$ cat src/rtl/student_fir_tx_pkg.sv
`default_nettype none
// ============================================================================
// Module   : student_fir_tx_pkg
// Purpose  : Shared FSM state type and counter width for the FIR sample
//            transmitter.
// Revision : 1.0 - initial release
// ============================================================================
package student_fir_tx_pkg;

    localparam int c_sent_cnt_w = 16;

    typedef enum logic [1:0] {
        ST_IDLE      = 2'd0,
        ST_STROBE    = 2'd1,
        ST_WAIT_DONE = 2'd2,
        ST_GAP       = 2'd3
    } tx_state_t;

endpackage
`default_nettype wire

$ cat src/rtl/student_sample_fifo.sv
`default_nettype none
// ============================================================================
// Module   : student_sample_fifo
// Purpose  : Power-of-two deep sample FIFO with show-ahead read port.
// Revision : 1.0 - initial release
// ============================================================================
module student_sample_fifo #(
    parameter int DATA_SIZE  = 16,
    parameter int FIFO_DEPTH = 8
) (
    input  logic                              clk,
    input  logic                              rst,
    input  logic                              i_push,
    input  logic [DATA_SIZE-1:0]              i_push_data,
    input  logic                              i_pop,
    output logic [DATA_SIZE-1:0]              o_pop_data,
    output logic                              o_full,
    output logic                              o_empty,
    output logic [$clog2(FIFO_DEPTH):0]       o_count
);

    localparam int c_ptr_w = $clog2(FIFO_DEPTH);
    localparam int c_cnt_w = c_ptr_w + 1;

    logic [DATA_SIZE-1:0] r_mem [FIFO_DEPTH];
    logic [c_ptr_w-1:0]   r_wr_ptr;
    logic [c_ptr_w-1:0]   r_rd_ptr;
    logic [c_cnt_w-1:0]   r_count;
    logic                 w_do_push;
    logic                 w_do_pop;

    assign o_full     = (r_count == c_cnt_w'(FIFO_DEPTH));
    assign o_empty    = (r_count == '0);
    assign o_count    = r_count;
    assign o_pop_data = r_mem[r_rd_ptr];

    // A push while full is dropped even if a pop happens in the same cycle.
    assign w_do_push = i_push && !o_full;
    assign w_do_pop  = i_pop && !o_empty;

    always_ff @(posedge clk) begin
        if (w_do_push) begin
            r_mem[r_wr_ptr] <= i_push_data;
        end
    end

    always_ff @(posedge clk) begin
        if (rst) begin
            r_wr_ptr <= '0;
            r_rd_ptr <= '0;
            r_count  <= '0;
        end else begin
            if (w_do_push) begin
                r_wr_ptr <= r_wr_ptr + 1'b1;
            end
            if (w_do_pop) begin
                r_rd_ptr <= r_rd_ptr + 1'b1;
            end
            case ({w_do_push, w_do_pop})
                2'b10:   r_count <= r_count + 1'b1;
                2'b01:   r_count <= r_count - 1'b1;
                default: r_count <= r_count;
            endcase
        end
    end

endmodule
`default_nettype wire

$ cat src/rtl/student_fir_sample_tx.sv
`default_nettype none
// ============================================================================
// Module   : student_fir_sample_tx
// Purpose  : Buffers samples and hands them one at a time to a FIR filter
//            via a strobe, capturing each filter result. Optional watchdog on
//            the filter done strobe when STUDENT_FIR_TX_TIMEOUT_EN is defined.
// Revision : 1.0 - initial release
// ============================================================================
module student_fir_sample_tx
    import student_fir_tx_pkg::*;
#(
    parameter int DATA_SIZE         = 16,
    parameter int DATA_SIZE_FIR_OUT = 32,
    parameter int FIFO_DEPTH        = 8,
    parameter int STROBE_LEN        = 2,
    parameter int TIMEOUT_CYCLES    = 4096
) (
    input  logic                         clk_i,
    input  logic                         rst_i,
    input  logic                         in_valid_i,
    input  logic [DATA_SIZE-1:0]         in_data_i,
    output logic                         in_ready_o,
    output logic                         valid_strobe_o,
    output logic [DATA_SIZE-1:0]         sample_o,
    input  logic                         fir_done_i,
    input  logic [DATA_SIZE_FIR_OUT-1:0] y_i,
    output logic                         res_valid_o,
    output logic [DATA_SIZE_FIR_OUT-1:0] res_data_o,
    output logic                         busy_o,
    output logic                         err_timeout_o,
    output logic [c_sent_cnt_w-1:0]      sent_cnt_o
);

    localparam int c_strb_w = $clog2(STROBE_LEN + 1);

    tx_state_t                      r_state;
    tx_state_t                      w_next_state;
    logic [c_strb_w-1:0]            r_strb_cnt;
    logic [DATA_SIZE-1:0]           r_sample;
    logic                           r_res_valid;
    logic [DATA_SIZE_FIR_OUT-1:0]   r_res_data;
    logic [c_sent_cnt_w-1:0]        r_sent_cnt;
    logic                           r_done_prev;
    logic                           w_done_rise;
    logic                           w_pop;
    logic                           w_capture;
    logic                           w_timeout;
    logic                           w_to_hit;
    logic [DATA_SIZE-1:0]           w_head;
    logic                           w_full;
    logic                           w_empty;
    logic [$clog2(FIFO_DEPTH):0]    w_fifo_count_unused;

    student_sample_fifo #(
        .DATA_SIZE  (DATA_SIZE),
        .FIFO_DEPTH (FIFO_DEPTH)
    ) u_fifo (
        .clk         (clk_i),
        .rst         (rst_i),
        .i_push      (in_valid_i),
        .i_push_data (in_data_i),
        .i_pop       (w_pop),
        .o_pop_data  (w_head),
        .o_full      (w_full),
        .o_empty     (w_empty),
        .o_count     (w_fifo_count_unused)
    );

    assign w_done_rise = fir_done_i && !r_done_prev;

`ifdef STUDENT_FIR_TX_TIMEOUT_EN
    localparam int c_to_w = $clog2(TIMEOUT_CYCLES + 1);

    logic [c_to_w-1:0] r_to_cnt;
    logic              r_err_timeout;

    assign w_to_hit = (r_to_cnt == c_to_w'(TIMEOUT_CYCLES - 1));

    always_ff @(posedge clk_i) begin
        if (rst_i) begin
            r_to_cnt      <= '0;
            r_err_timeout <= 1'b0;
        end else begin
            r_to_cnt      <= (r_state == ST_WAIT_DONE) ? r_to_cnt + 1'b1 : '0;
            r_err_timeout <= r_err_timeout | w_timeout;
        end
    end

    assign err_timeout_o = r_err_timeout;
`else
    logic w_timeout_cfg_unused;

    assign w_timeout_cfg_unused = |32'(TIMEOUT_CYCLES);
    assign w_to_hit             = 1'b0;
    assign err_timeout_o        = 1'b0;
`endif

    always_ff @(posedge clk_i) begin
        if (rst_i) begin
            r_state <= ST_IDLE;
        end else begin
            r_state <= w_next_state;
        end
    end

    always_comb begin
        w_next_state = r_state;
        w_pop        = 1'b0;
        w_capture    = 1'b0;
        w_timeout    = 1'b0;
        case (r_state)
            ST_IDLE: begin
                if (!w_empty) begin
                    w_pop        = 1'b1;
                    w_next_state = ST_STROBE;
                end
            end
            ST_STROBE: begin
                if (r_strb_cnt == c_strb_w'(STROBE_LEN - 1)) begin
                    w_next_state = ST_WAIT_DONE;
                end
            end
            ST_WAIT_DONE: begin
                // A real result wins over a timeout landing on the same cycle.
                if (w_done_rise) begin
                    w_capture    = 1'b1;
                    w_next_state = ST_GAP;
                end else if (w_to_hit) begin
                    w_timeout    = 1'b1;
                    w_next_state = ST_GAP;
                end
            end
            ST_GAP: begin
                w_next_state = ST_IDLE;
            end
            default: begin
                w_next_state = ST_IDLE;
            end
        endcase
    end

    always_ff @(posedge clk_i) begin
        if (rst_i) begin
            r_strb_cnt  <= '0;
            r_sample    <= '0;
            r_res_valid <= 1'b0;
            r_res_data  <= '0;
            r_sent_cnt  <= '0;
            r_done_prev <= 1'b0;
        end else begin
            r_done_prev <= fir_done_i;
            r_res_valid <= w_capture;
            r_strb_cnt  <= (r_state == ST_STROBE) ? r_strb_cnt + 1'b1 : '0;
            if (w_pop) begin
                r_sample <= w_head;
            end
            if (w_capture) begin
                r_res_data <= y_i;
                r_sent_cnt <= r_sent_cnt + 1'b1;
            end
        end
    end

    assign in_ready_o     = !w_full;
    assign valid_strobe_o = (r_state == ST_STROBE);
    assign sample_o       = r_sample;
    assign res_valid_o    = r_res_valid;
    assign res_data_o     = r_res_data;
    assign sent_cnt_o     = r_sent_cnt;
    assign busy_o         = (r_state != ST_IDLE);

endmodule
`default_nettype wire

$ cat config.mk
export PLATFORM = sky130hd
export DESIGN_NAME = student_fir_sample_tx
export DESIGN_NICKNAME = d
export VERILOG_FILES = /design/src/rtl/student_fir_tx_pkg.sv /design/src/rtl/student_sample_fifo.sv /design/src/rtl/student_fir_sample_tx.sv
export SDC_FILE = /design/constraint.sdc
export NUM_CORES = 1
export LEC_CHECK = 0
export CAP_MARGIN = 30
export CORE_MARGIN = 2
export CORE_UTILIZATION = 58
export CTS_CLUSTER_DIAMETER = 120
export DETAILED_ROUTE_END_ITERATION = 12
export HOLD_SLACK_MARGIN = 0.08
export PLACE_DENSITY = 0.85
export RECOVER_POWER = 25
export SLEW_MARGIN = 25
export SYNTH_ARGS = -nofsm -noshare
export SYNTH_HDL_FRONTEND = slang
export SYNTH_HIERARCHICAL = 1
export SYNTH_SLANG_ARGS = --single-unit
$ cat constraint.sdc
create_clock -name clk_i -period 6.31 [get_ports clk_i]
set_clock_uncertainty 0.15 [all_clocks]
set_input_delay 1.262 -clock clk_i [delete_from_list [all_inputs] [get_ports clk_i]]
set_output_delay 1.262 -clock clk_i [all_outputs]
set_load 0.01 [all_outputs]
==> impl_metrics.yaml <==
logic_synthesis:
  yosys_warnings: 6
  synth_area_um2: 8190
  yosysMostFrequentCell: "edfxtp_1"
  ys_seq_area_share_pct: 67.2
  ys_types: 48
  ys_async_sr_fraction_pct: 0
  synth_edf_count: 128
  yosysTopAreaCell: "edfxtp_1"
  synth_ff_type: "edfxtp_1"
  synthTopCellsByArea: "edfxtp_1 (47%), dfxtp_1 (20%), mux4_2 (8.8%), nand2_1 (4.8%), a21oi_1 (3.4%)"
  syn_nets: 649
  syn_area_per_cell_um2: 14.0
  synth_commonest_cells: "edfxtp_1 (128), nand2_1 (105), dfxtp_1 (83)"
  synthCells: 586
  synth_top_area_share_pct: 46.9
  ys_seq_elements: 211
cts:
  post-cts-setup-buffers: 0
  clockRootBuffer: "clkbuf_16"
  cts-htree-levels: 1
  cts_hold_buf: 0
  cts_buffer_depth: 3
  cts_tree: "yes"
  clkLatencyLatePin_ns: 0.50
  clk_pin_slew_ns: 0.06
  cts_sinks: 211
  numCtsBuffers: 22
  cts_resized: 0
die:
  die_area_um2: 15100
  core.rowCount: 43
  die_x_um: 123
  io_pins: 121
  initial_utilization_pct: 59.3
  coreArea_um2: 13800
  die_y_um: 123
drt:
  highest_layer: "met4"
  routed_wl_mm: 18.6
  via_per_inst: 5.74
  routed-wl-met2_mm: 10.0
  drt-met1-wl_mm: 7.14
  drc: 0
  met3_length_um: 887
  ant_nets: 0
  drt_iter0_drc: 368
  vias: 5210
  routedWlPerCell_um: 20.5
  dr.pass1.iters: 5
placement:
  gp_congestion: 0.834
  hpwl_mm: 11.3
  numPortBuffers: 119
run:
  cap_violations: 0
timing:
  finalHoldViolCount: 0
  fmax_ghz: 0.235
  setup_viol: 0
  post-route-period-util_pct: 67.5
  fin_crit_ns: 4.26
  fin_hold_ws_ns: 0.279
  fin_setup_tns_ns: 0
  slew_headroom_pct: 37.7
  slew_violations: 0
  rsz0062_at_grt: "no"
  tightest_slew_ns: 0.934
worst_setup_path:
  end_kind: "flop"
  path_max_fanout: 17
  crit_type: "flop to flop"
  critical_path_buf_inv_count: 1
  cp_top_family: "simple AND/OR/NAND/NOR gates"
  cpMaxStageDelayCell: "clkinv_1"
  worst_setup_path_start_kind: "flop"
  path_cells: "nor4_1, nand2b_1, clkinv_1, o41a_1, ha_1, xor2_1, ha_1, a21oi_1, xor2_1, or3_1, a21oi_1"
  crit_arrival_ns: 4.54
  cp_data_required_time_ns: 6.59
  crit_path_max_incr_delay_ns: 0.74
power_and_ir_drop:
  p_leak_nw: 3.42
  power_w: 0.00376
  ir_drop_mv: 0.316
  power_density_nw_per_um2: 366
finish:
  nNetsFinal: 773
  drive_above_1_share_pct: 15.4
  area_growth_pct: 25.5
global_routing:
  grt_pass1_wl_mm: 28.0
  antenna_found_initial: 1
  grt_max_degree: 51
  grt.overflow.total: 0
  grt_usage_pct: 24.6
  grt_pass1_vias: 5325
hold_path:
  worstHoldPathType: "flop to flop"
run_status:
  status: "complete, no violations"
path summary, 6_finish.rpt:
kind	startpoint	to	slack [ns]	cells after the start
worst max register to register	u_fifo/o_count[1]	u_fifo/o_count[2]	2.05	11
worst min-delay path	r_strb_cnt[0]	r_strb_cnt[0]	0.28	1
worst max-delay path	u_fifo/o_count[1]	u_fifo/o_count[2]	2.05	11
worst min register to register	r_strb_cnt[0]	r_strb_cnt[0]	0.28	1
cell usage in the layout (no fill, tap or decap), types with 4 or more instances in the layout:
cell             count
edfxtp_1           128
nand2_1            105
clkdlybuf4s50_1    104
dfxtp_1             81
a21oi_1             56
mux4_2              32
nor2_1              30
clkbuf_16           22
mux2_2              19
dlygate4sd3_1       14
ha_1                11
clkinv_1            10
inv_1                9
buf_4                9
xor2_1               8
nand3_1              7
xnor2_1              7
nand2b_1             6
clkinv_2             6
nor2b_1              5
nor3_1               5
nor4_1               4
worst reg2reg max path, cell delays in order, from the launching register on:
cell,delay [ns]
dfxtp_1,0.40
nor4_1,0.37
nand2b_1,0.66
clkinv_1,0.74
o41a_1,0.41
ha_1,0.31
xor2_1,0.17
ha_1,0.21
a21oi_1,0.19
xor2_1,0.12
or3_1,0.31
a21oi_1,0.16
per-stage QoR:
step | util [%] | setup slack (ns) | instances | area [um^2]
detailed placement | 69.1 | 2.20 | 863 | 9550
finish | 74.4 | 2.05 | 907 | 10300
global placement | 69.1 | 2.42 | 863 | 9550
CTS | 74.1 | 2.17 | 903 | 10200
floorplan | - | 2.83 | 586 | 8190
global route | 74.4 | 1.77 | 907 | 10300
where the power goes:
part	total, W	switching, W	internal, W
registers	0.00169	0.0000934	0.00160
clock network	0.00122	0.000506	0.000717
logic	0.000846	0.000431	0.000415
per-layer routing:
metal / vias to the layer above / track usage, %
li1: 2377 / -
met1: 2620 / 31.0
met2: 177 / 43.3
met3: 36 / 3.44
met4: 0 / 9.55
met5: - / 0
cell families after synthesis:
family / Yosys count / synth area share, %
buffers and inverters: 41 / 2.52
AOI/OAI and AO/OA: 65 / 4.26
xor gates and xnor gates: 16 / 1.80
DFF: 211 / 67.2
muxes: 55 / 11.9
other: 1 / 0.0458
adders and majority gates: 11 / 1.68
and+or+nand+nor: 186 / 10.6
layout make-up:
type                       instances  area (um^2)
antenna                            1         2.50
clock buffer                      22          551
clock inverter                    18          140
fill                             808         3540
inverter                          10         37.5
multi-input combinational        334         2530
sequential                       211         5510
tap                              180          225
timing repair buffer             131         1290
state kept, by name, summed over array words and instances (netlist names), named ones only:
name,flops
res_data_o,32
res_valid_o,1
r_done_prev,1
u_fifo/o_count,4
u_fifo/r_mem,128
r_state,2
u_fifo/r_rd_ptr,3
sample_o,16
u_fifo/r_wr_ptr,3
sent_cnt_o,16
r_strb_cnt,2
Note: power is estimated with default switching activity, not from simulation.
